==> config.mk <==
export PLATFORM = sky130hd
export DESIGN_NAME = alu_op_sequencer
export DESIGN_NICKNAME = d
export VERILOG_FILES = /design/src/rtl/alu_ops_pkg.sv /design/src/rtl/branch_cond_eval.sv /design/src/rtl/alu_op_sequencer.sv
export SDC_FILE = /design/constraint.sdc
export NUM_CORES = 1
export LEC_CHECK = 0
export CAP_MARGIN = 30
export CORE_AREA = 2 2 39 41
export DETAILED_ROUTE_END_ITERATION = 12
export DIE_AREA = 0 0 41 43
export PLACE_DENSITY_LB_ADDON = 0.2
export SYNTH_ARGS = -nofsm -noshare
export SYNTH_HDL_FRONTEND = slang
export SYNTH_SLANG_ARGS = --single-unit
==> constraint.sdc <==
create_clock -name clk -period 1.8 [get_ports clk]
set_clock_uncertainty 0.2 [all_clocks]
set_input_delay 0.36 -clock clk [delete_from_list [all_inputs] [get_ports clk]]
set_output_delay 0.36 -clock clk [all_outputs]
set_load 0.01 [all_outputs]
==> src/rtl/alu_ops_pkg.sv <==
// Shared ALU operation encoding, branch-condition codes and sequencer state type.
// The ALU control decoder reuses these same constants.
package alu_ops_pkg;

    localparam logic [3:0] NO_OP     = 4'd0;
    localparam logic [3:0] ADD       = 4'd1;
    localparam logic [3:0] SUB       = 4'd2;
    localparam logic [3:0] AND_OP    = 4'd3;
    localparam logic [3:0] OR_OP     = 4'd4;
    localparam logic [3:0] SHIFT_L1  = 4'd5;
    localparam logic [3:0] XOR_OP    = 4'd6;
    localparam logic [3:0] SHIFT_R   = 4'd7;
    localparam logic [3:0] SHIFT_RA1 = 4'd8;
    localparam logic [3:0] SLT       = 4'd9;
    localparam logic [3:0] NOR_OP    = 4'd10;
    localparam logic [3:0] BEQ       = 4'd11;
    localparam logic [3:0] BNE       = 4'd12;
    localparam logic [3:0] BLE       = 4'd13;
    localparam logic [3:0] BGT       = 4'd14;
    localparam logic [3:0] LUI       = 4'd15;

    localparam logic [1:0] EQ = 2'b00;
    localparam logic [1:0] NE = 2'b01;
    localparam logic [1:0] LE = 2'b10;
    localparam logic [1:0] GT = 2'b11;

    typedef enum logic [2:0] {
        ST_IDLE  = 3'd0,
        ST_ISSUE = 3'd1,
        ST_STEP1 = 3'd2,
        ST_STEP2 = 3'd3,
        ST_WB    = 3'd4
    } seq_state_e;

    function automatic logic is_multicycle(input logic [3:0] code);
        return (code == SHIFT_L1) || (code == SHIFT_R) ||
               (code == SHIFT_RA1) || (code == LUI);
    endfunction

    function automatic logic is_branch(input logic [3:0] code);
        return (code >= BEQ) && (code <= BGT);
    endfunction

endpackage

==> src/rtl/branch_cond_eval.sv <==
// Combinational branch decision from the decoder's branch outputs and ALU flags.
module branch_cond_eval
    import alu_ops_pkg::*;
(
    input  logic       i_uc_control,
    input  logic [1:0] i_uc_op,
    input  logic       i_eq,
    input  logic       i_gt,
    output logic       o_taken
);

    logic w_cond;

    always_comb begin
        w_cond = 1'b0;
        case (i_uc_op)
            EQ:      w_cond = i_eq;
            NE:      w_cond = !i_eq;
            LE:      w_cond = !i_gt;
            GT:      w_cond = i_gt;
            default: w_cond = 1'b0;
        endcase
    end

    assign o_taken = i_uc_control & w_cond;

endmodule

==> src/rtl/alu_op_sequencer.sv <==
// Issue-side sequencer: holds ALUOp and steps COUNTER for the registered ALU
// control decoder, then resolves the branch decision and ALUOut strobe in WB.
//
// state    | meaning
// ST_IDLE  | ready, ALUOp=NO_OP, COUNTER=0
// ST_ISSUE | decoder registers ALUOp, COUNTER=0 (shifter load for MC)
// ST_STEP1 | COUNTER=1, shifter operate (MC only)
// ST_STEP2 | COUNTER=2, shifter idle (MC only)
// ST_WB    | result valid: done, ALUOut strobe / branch decision, may accept
module alu_op_sequencer
    import alu_ops_pkg::*;
#(
    parameter int OPW = 4,
    parameter int CW  = 2
) (
    input  logic           clk,
    input  logic           reset,
    input  logic           start,
    input  logic [OPW-1:0] op,
    input  logic           UC_control,
    input  logic [1:0]     UC_op,
    input  logic           eq,
    input  logic           gt,
    output logic [OPW-1:0] ALUOp,
    output logic [CW-1:0]  COUNTER,
    output logic           ready,
    output logic           done,
    output logic           aluout_we,
    output logic           branch_taken
);

    seq_state_e     r_state;
    logic [OPW-1:0] r_aluop;
    logic [CW-1:0]  r_counter;
    logic           w_taken;
    logic           w_in_wb;
    logic           w_is_br;

    always_ff @(posedge clk or negedge reset) begin
        if (!reset) begin
            r_state   <= ST_IDLE;
            r_aluop   <= '0;
            r_counter <= '0;
        end else begin
            case (r_state)
                ST_IDLE: begin
                    if (start) begin
                        r_aluop <= op;
                        r_state <= ST_ISSUE;
                    end
                end
                ST_ISSUE: begin
                    if (is_multicycle(r_aluop)) begin
                        r_counter <= CW'(1);
                        r_state   <= ST_STEP1;
                    end else begin
                        r_state   <= ST_WB;
                    end
                end
                ST_STEP1: begin
                    r_counter <= CW'(2);
                    r_state   <= ST_STEP2;
                end
                ST_STEP2: begin
                    r_state <= ST_WB;
                end
                ST_WB: begin
                    // COUNTER must be 0 again for the next ISSUE or IDLE
                    r_counter <= '0;
                    if (start) begin
                        r_aluop <= op;
                        r_state <= ST_ISSUE;
                    end else begin
                        r_aluop <= OPW'(NO_OP);
                        r_state <= ST_IDLE;
                    end
                end
                default: begin
                    r_aluop   <= '0;
                    r_counter <= '0;
                    r_state   <= ST_IDLE;
                end
            endcase
        end
    end

    branch_cond_eval u_branch_cond_eval (
        .i_uc_control (UC_control),
        .i_uc_op      (UC_op),
        .i_eq         (eq),
        .i_gt         (gt),
        .o_taken      (w_taken)
    );

    assign w_in_wb      = (r_state == ST_WB);
    assign w_is_br      = is_branch(r_aluop);
    assign ALUOp        = r_aluop;
    assign COUNTER      = r_counter;
    assign ready        = (r_state == ST_IDLE) || w_in_wb;
    assign done         = w_in_wb;
    assign aluout_we    = w_in_wb & !w_is_br;
    assign branch_taken = w_in_wb & w_is_br & w_taken;

endmodule

# Word-level counts from Yosys, hierarchy flattened
# Index checks and enable logic that the tools add are counted.
totals:
  input_bits: 12
  wordCells: 48
  reg_bits: 9
classes:
  n_bitwise: 6
  magnitude_cmp: 2
  muxes: 10
  eq_ne: 13
  n_reduce_logical: 14
ops:
  columns: ["cell", "count"]
  rows:
  - ["3-bit case mux with 5 select lines", 1]
  - ["4-bit case mux with 3 select lines", 1]
  - ["4-bit by 3-bit == test with 1-bit output, second input constant", 2]
  - ["4-bit == test, second input constant", 2]
  - ["4-bit 2-to-1 mux", 2]
  - ["3-bit by 2-bit == test with 1-bit output, second input constant", 2]
  - ["3-bit 2-to-1 mux", 2]
  - ["2-bit case mux with 3 select lines", 1]
  - ["1-bit AND", 4]
  - ["2-bit == test, second input constant", 2]
  - ["4-bit greater-or-equal comparator, second input constant", 1]
  - ["4-bit less-or-equal comparator, second input constant", 1]
  - ["1-bit logical OR", 4]
  - ["2-bit != test, second input constant", 2]
  - ["1-bit case mux with 4 select lines", 1]
  - ["2-bit AND reduction", 2]
  - ["3-bit by 1-bit == test with 1-bit output, second input constant", 1]
  - ["3-bit == test, second input constant", 1]
  - ["1-bit logical NOT", 3]
  - ["3-bit logical NOT", 1]
  - ["3-bit OR reduction", 1]
  - ["2-bit by 1-bit == test with 1-bit output, second input constant", 1]
  - ["2-bit logical NOT", 1]
  - ["2-bit 2-to-1 mux", 1]
  - ["4 further kinds", 5]

# Depth between registers and ports, before layout
# Gate-level depths: netlist of the first run.
logic_depth:
  ltp_word: 6
  depth_mapped: 4

# Cells and area by module
# Synthesis of the first run repeated with hierarchy kept, for this count alone.
unflattened:
  cells_unflattened: 52
  hier_area_um2: 476.7
modules_own_cells:
  columns: ["mod", "area_each_um2", "n_inst", "cells_each"]
  rows:
  - ["alu_op_sequencer", 447.9, 1, 47]
  - ["branch_cond_eval", 28.8, 1, 5]

# Least setup slack after synthesis of the first run
# OpenSTA, ideal clock, no wires.
synth_timing:
  path_kind: "register to output"
  start: "reg r_state[0]"
  end: "out branch_taken"
  setup_slack_ps: -15
  required_time_ps: 1240
  path_buffers: 1
  path_stages_with_launch: 5
  arrival_time_ps: 1255
  cell_sequence: "dfrtp_1 > buf_2 > nor2_1 > nand3_1 > nor4bb_1"
synth_between:
  elab_chain_cells: 3
synth_rtl:
  columns: ["element", "line", "source"]
  rows:
  - ["start: declaration", "alu_op_sequencer.sv:32", "seq_state_e r_state;"]
  - ["start signal: assignment", "alu_op_sequencer.sv:41", "r_state <= ST_IDLE;"]
  - ["start signal: assignment", "alu_op_sequencer.sv:49", "r_state <= ST_ISSUE;"]
  - ["start signal: assignment", "alu_op_sequencer.sv:55", "r_state <= ST_STEP1;"]
  - ["3-bit == test", "alu_op_sequencer.sv:95", "assign w_in_wb = (r_state == ST_WB);"]
  - ["1-bit AND (2 in a row)", "alu_op_sequencer.sv:102", "assign branch_taken = w_in_wb & w_is_br & w_taken;"]
  - ["end: declaration", "alu_op_sequencer.sv:29", "output logic branch_taken"]
# No other way between the ends.

# Worst setup path after layout of the first run
layout_timing:
  start: "reg r_aluop[3] (netlist: ALUOp[3])"
  end: "out aluout_we"
layout_between:
  elab_chain_cells: 4
  word_cells_on_any_way: 5
layout_rtl:
  columns: ["element", "line", "source"]
  rows:
  - ["start: declaration", "alu_op_sequencer.sv:33", "logic [OPW-1:0] r_aluop;"]
  - ["start signal: assignment", "alu_op_sequencer.sv:48", "r_aluop <= op;"]
  - ["start signal: assignment", "alu_op_sequencer.sv:71", "r_aluop <= op;"]
  - ["start signal: assignment", "alu_op_sequencer.sv:74", "r_aluop <= OPW'(NO_OP);"]
  - ["4-bit greater-or-equal comparator or 4-bit less-or-equal comparator (tied branches)", "alu_ops_pkg.sv:41", "return (code >= BEQ) && (code <= BGT);"]
  - ["1-bit logical AND *", "alu_ops_pkg.sv:41", null]
  - ["1-bit logical NOT *", "alu_op_sequencer.sv:101", "assign aluout_we = w_in_wb & !w_is_br;"]
  - ["1-bit AND *", "alu_op_sequencer.sv:101", null]
  - ["end: declaration", "alu_op_sequencer.sv:28", "output logic aluout_we,"]
# Every way passes the cells marked *; elsewhere a longest branch is shown, timed or not.

==> impl_metrics.yaml, run 1 <==
status:
  outcome: "complete, but fails checks"
  violations: "negative setup slack"
placement:
  port_buffers: 21
  dp_hpwl_um: 880
  detailed_place.area_um2: 816
  post-place-ws_ns: -0.675
  routabilityCongestion: 0.779
clock_tree:
  htreeDepth: 1
  cts_buffer_depth: 2
  cts_tree: "yes"
  clk_pin_slew_worst_paths_ns: 0.06
  cts-buffers-inserted: 3
  insertion_delay_ns: 0.27
  clockRootBuffer: "clkbuf_4"
  cts_hold_buf: 0
  clock-sinks: 9
yosys:
  syn-cell-area_um2: 487
  syn_inst: 53
  yosysSeqAreaShare_pct: 46.3
  ys_seq_elements: 9
  yosysWarnings: 0
  syn_nets: 65
  yosysUniqueCellTypes: 21
  postSynthAreaPerCell_um2: 9.18
detailed_routing:
  routedWlPerCell_um: 11.4
  drc: 0
  finalWirelength_um: 1240
  vias: 535
  drtIter0Drc: 6
  post_drt_via_cell_ratio: 4.91
  first_pass_iters: 4
  antenna_left: 0
cells_and_area:
  nets: 106
  drive_gt1_share_pct: 35.5
  fin_util_pct: 64.4
  area_delta_synth_final_pct: 83.0
  final_area_um2: 891
  antenna_cells: 0
timing:
  slew_headroom_pct: 72.2
  setup_viol: 2
  worstMarginPinSlew_ns: 0.416
  final_max_slew_viol_count: 0
  period_needed_ns: 1.91
  hold_violations: 0
  rsz0062_at_grt: "true"
  post-route-period-util_pct: 106
  fin_ws_ns: -0.111
  max_freq_ghz: 0.523
  finalSetupTns_ns: -0.211
job:
  maxCapViolations: 0
setup_path:
  end_kind: "output port"
  path_class: "reg2out"
  start_kind: "flop"
  crit_start: "ALUOp[3]"
  worstPathMaxFanout: 3
  worstPathRequired_ns: 1.24
  r2r_start: "ALUOp[0]"
  crit_arrival_ns: 1.35
global_routing:
  grt_overflow: 0
  grt_usage_pct: 17.4
  antenna_found_initial: 0
  grt_max_degree: 10
  grt_pass1_wl_um: 2000
  grt_pass1_vias: 482
power_and_ir_drop:
  total_power_mw: 1.36
  power_density_nw_per_um2: 1520
  max-vdd-ir-drop_mv: 0.740
  p_leak_nw: 0.442
floorplanning:
  dieArea_um2: 1760
  floorplan.rows: 14
  die_y_um: 43
  initial_core_util_pct: 35.2
  die_x_um: 41
  design.core.area_um2: 1380
  boundaryPins: 22
worst_hold_path:
  hp-class: "in2async"
where the power goes:
group	switching, mW	internal [mW]
Clock	0.0771	0.0858
Combinational	0.361	0.475
Sequential	0.0676	0.290
Total	0.506	0.851
cells in the final DEF (no fill, tap or decap), types with 2 or more instances in the layout:
cell             synthesis  routed
buf_4                    0      15
nor2b_4                  0       2
a31o_1                   2       2
dfrtp_1                  9       9
o21ai_0                  5       5
dlygate4sd2_1            0       8
clkdlybuf4s50_1          0      10
buf_6                    0       2
clkbuf_4                 0       3
buf_2                    1       2
nand2_1                 11      11
inv_1                    3       3
mux2i_1                  2       2
nor2_1                   3       2
registers in the layout, indices dropped and copies added, names as in the netlist:
signal / flops
ALUOp: 4
r_state: 3
COUNTER: 2
cells by family (layout without fill, tap and decap cells):
logic type / count (synthesis) / in the layout / share of synthesized area [%]
AOI/OAI and AO/OA: 12 / 12 / 17.0
and+or+nand+nor: 26 / 26 / 29.3
buffers and inverters: 4 / 44 / 3.34
DFF: 9 / 9 / 46.3
muxes: 2 / 2 / 4.11
critical path: stages (launching register included):
cell,delay [ns]
dfrtp_1,0.43
nand2_1,0.09
mux2i_1,0.08
buf_4,0.14
buf_6,0.10
nor2b_1,0.10
buf_2,0.14
worst paths after layout:
kind | slack [ns] | cells after the start | end
worst min-delay path | 0.19 | 1 | ALUOp[3]
worst max register to register | 0.09 | 5 | r_state[2]
max in group asynchronous | 0.92 | 1 | r_state[0]
min in group clk | 0.38 | 2 | COUNTER[1]
worst max-delay path | -0.11 | 6 | aluout_we
worst min register to register | 0.38 | 2 | COUNTER[1]
cells in the mapped netlist:
cell	n	area share, %
nand2_1	11	8.5
dfrtp_1	9	46
o21ai_0	5	5.1
inv_1	3	2.3
nor2_1	3	2.3
nor2b_1	3	3.9
nor3_1	3	3.1
a31o_1	2	3.6
mux2i_1	2	4.1
a21boi_0	1	1.5
a21oi_1	1	1.0
a311oi_1	1	1.8
and2b_2	1	1.8
buf_2	1	1.0
nand2b_1	1	1.3
nand3_1	1	1.0
nor3b_2	1	2.6
nor4bb_1	1	2.1
o211a_1	1	2.1
o21ai_2	1	1.8
or4b_4	1	2.8
timing repair:
action	in CTS	in global routing
pin swaps	2	1
setup endpoints to repair	8	3
setup buffers	8	3
resized for setup	27	4
per-stage QoR:
step,hold slack (ns),cells
floorplan,-0.136,53
global placement,0.368,102
detailed placement,0.375,102
CTS,0.204,106
global route,0.226,109
finish,0.190,109
final cells by class:
cell class	instances	area, µm²
inverter	3	11.3
timing repair buffer	37	315
tap	16	20.0
sequential	9	225
fill	134	493
clock buffer	4	26.3
multi-input combinational	40	293
layer usage:
metal | part of all wire (%) | vias up | wire length [µm] | track usage [%]
met2 | 50 | 19 | 615 | 24.7
li1 | - | 264 | - | -
met4 | 0.73 | 0 | 9 | 12.0
met3 | 6.0 | 2 | 74 | 4.71
met5 | 0 | - | 0 | 0
met1 | 44 | 250 | 541 | 21.9
Power figures use the tool's default switching activity.
==> run 2: changes to the inputs <==
--- a/config.mk
+++ b/config.mk
@@ -7,6 +7,7 @@
 export LEC_CHECK = 0
 export CAP_MARGIN = 30
 export CORE_AREA = 2 2 39 41
+export CTS_BUF_LIST = sky130_fd_sc_hd__clkbuf_8
 export DETAILED_ROUTE_END_ITERATION = 12
 export DIE_AREA = 0 0 41 43
 export PLACE_DENSITY_LB_ADDON = 0.2
==> run 2 against run 1 <==
  * Wire length grew 2.3%
  * Core utilization grew 2.8 points
  * Sequential share of layout area shrank 1.1 points
  * Global-route usage grew 0.12 points
  * The flow still finishes with violations (negative setup slack)
  * Critical path depth shrank 2
  * Sequential power is essentially flat
  * Worst setup slack gained 0.046 ns
  * Clock power grew 43%
==> impl_metrics.yaml, run 2 (same netlist as run 1, synthesis figures left out) <==
cells_and_area:
  area_delta_synth_final_pct: 91.0
  fin_util_pct: 67.2
  fillers: 131
  final_cells: 110
  largest_register_ffs: 4
  nets: 107
  mostFrequentLayoutCell: "buf_4"
  final_cell_mix: "buf_4, nand2_1, dfrtp_1"
  antenna_cells: 0
  drive_gt1_share_pct: 37.2
global_routing:
  grt_max_degree: 10
  antenna_found_initial: 0
  grt_pass1_vias: 497
  grt_pass1_wl_um: 2060
  grt_usage_pct: 17.5
  grt_overflow: 0
floorplanning:
  floorplan.rows: 14
  design.core.area_um2: 1380
  die_x_um: 41
  initial_core_util_pct: 35.2
  boundaryPins: 22
  dieArea_um2: 1760
  die_y_um: 43
detailed_routing:
  routedWlPerCell_um: 11.5
  finalWirelength_um: 1270
  drtIter0Drc: 13
  post_drt_via_cell_ratio: 4.85
  first_pass_iters: 4
  vias: 533
  antenna_left: 0
  drc: 0
timing:
  hold_violations: 0
  setup_viol: 2
  finalSetupTns_ns: -0.129
  max_freq_ghz: 0.536
  worstMarginPinSlew_ns: 0.414
  post-route-period-util_pct: 104
  final_max_slew_viol_count: 0
  slew_headroom_pct: 72.3
  period_needed_ns: 1.86
  rsz0062_at_grt: "true"
  fin_ws_ns: -0.0649
clock_tree:
  cts_hold_buf: 0
  clock-sinks: 9
  cts_tree: "yes"
  clockRootBuffer: "clkbuf_8"
  cts_buffer_depth: 2
  htreeDepth: 1
  cts-buffers-inserted: 3
  clk_pin_slew_worst_paths_ns: 0.05
  insertion_delay_ns: 0.23
setup_path:
  worstPathRequired_ns: 1.24
  r2r_end: "r_state[2]"
  crit_start: "ALUOp[2]"
  r2r_cells: 5
  r2r_start: "ALUOp[0]"
  rrSetupSlack_ns: 0.07
  worstPathMaxFanout: 3
  start_kind: "flop"
  crit_arrival_ns: 1.30
  end_kind: "output port"
  path_class: "reg2out"
status:
  violations: "negative setup slack"
  outcome: "complete, but fails checks"
worst_hold_path:
  hp-class: "in2async"
placement:
  port_buffers: 21
  dp_hpwl_um: 880
  dp_cells: 102
  routabilityCongestion: 0.779
power_and_ir_drop:
  power_density_nw_per_um2: 1560
  max-vdd-ir-drop_mv: 0.837
  p_leak_nw: 0.487
job:
  maxCapViolations: 0
[run 2: critical path, stage by stage (launching register included)]
cell and delay (ns):
dfrtp_1 0.38, nand2b_4 0.14, mux2i_1 0.17, nor4bb_2 0.22
buf_2 0.17
[run 2: layout make-up]
class / count / area, µm² / share of cell area (%)
inverters: 3 / 11.3 / 1.21
clock inverters: 1 / 3.75 / 0.404
multi-input cells: 40 / 298 / 32.0
repair buffers: 38 / 330 / 35.5
flip-flops and latches: 9 / 225 / 24.2
well taps: 16 / 20.0 / 2.15
clock buffers: 3 / 41.3 / 4.44
[run 2: how the worst max path moves through the flow]
| stage | to | cells past startpoint |
|---|---|---|
| 2_1_floorplan | branch_taken | 4 |
| 3_3_place_gp | branch_taken | 5 |
| 3_5_place_dp | branch_taken | 5 |
| 4_1_cts | branch_taken | 4 |
| 5_1_grt | branch_taken | 4 |
| 6_report | branch_taken | 4 |
[run 2: report_power, final]
| group | switching [mW] | leakage [nW] | internal [mW] |
|---|---|---|---|
| Combinational | 0.367 | 0.343 | 0.488 |
| Sequential | 0.0690 | 0.117 | 0.290 |
| Clock | 0.0845 | 0.0269 | 0.149 |
| Total | 0.521 | 0.487 | 0.927 |
[run 2: stage by stage]
stage / worst slack, ns / power (mW) / instance area (µm²) / hold slack (ns)
after floorplan: 0.0457 / 0.692 / 493 / -0.136
after global placement: -0.651 / 1.14 / 816 / 0.368
after detailed placement: -0.675 / 1.15 / 816 / 0.375
after CTS: -0.134 / 1.40 / 888 / 0.245
after global routing: -0.175 / 1.55 / 930 / 0.272
final: -0.0649 / 1.45 / 930 / 0.225
[run 2: layer usage]
layer	GRT usage [%]	wire length, µm	up-vias
met2	25.9	637	17
met3	3.14	71	4
li1	-	-	266
met4	10.0	23	0
met1	23.0	538	246
met5	0	0	-
[run 2: what timing repair did]
| item | 4_1_cts | 5_1_grt |
|---|---|---|
| setup buffers | 1 | 3 |
| pin swaps | 3 | 1 |
| resized for setup | 27 | 9 |
| endpoints found under the setup margin | 7 | 4 |
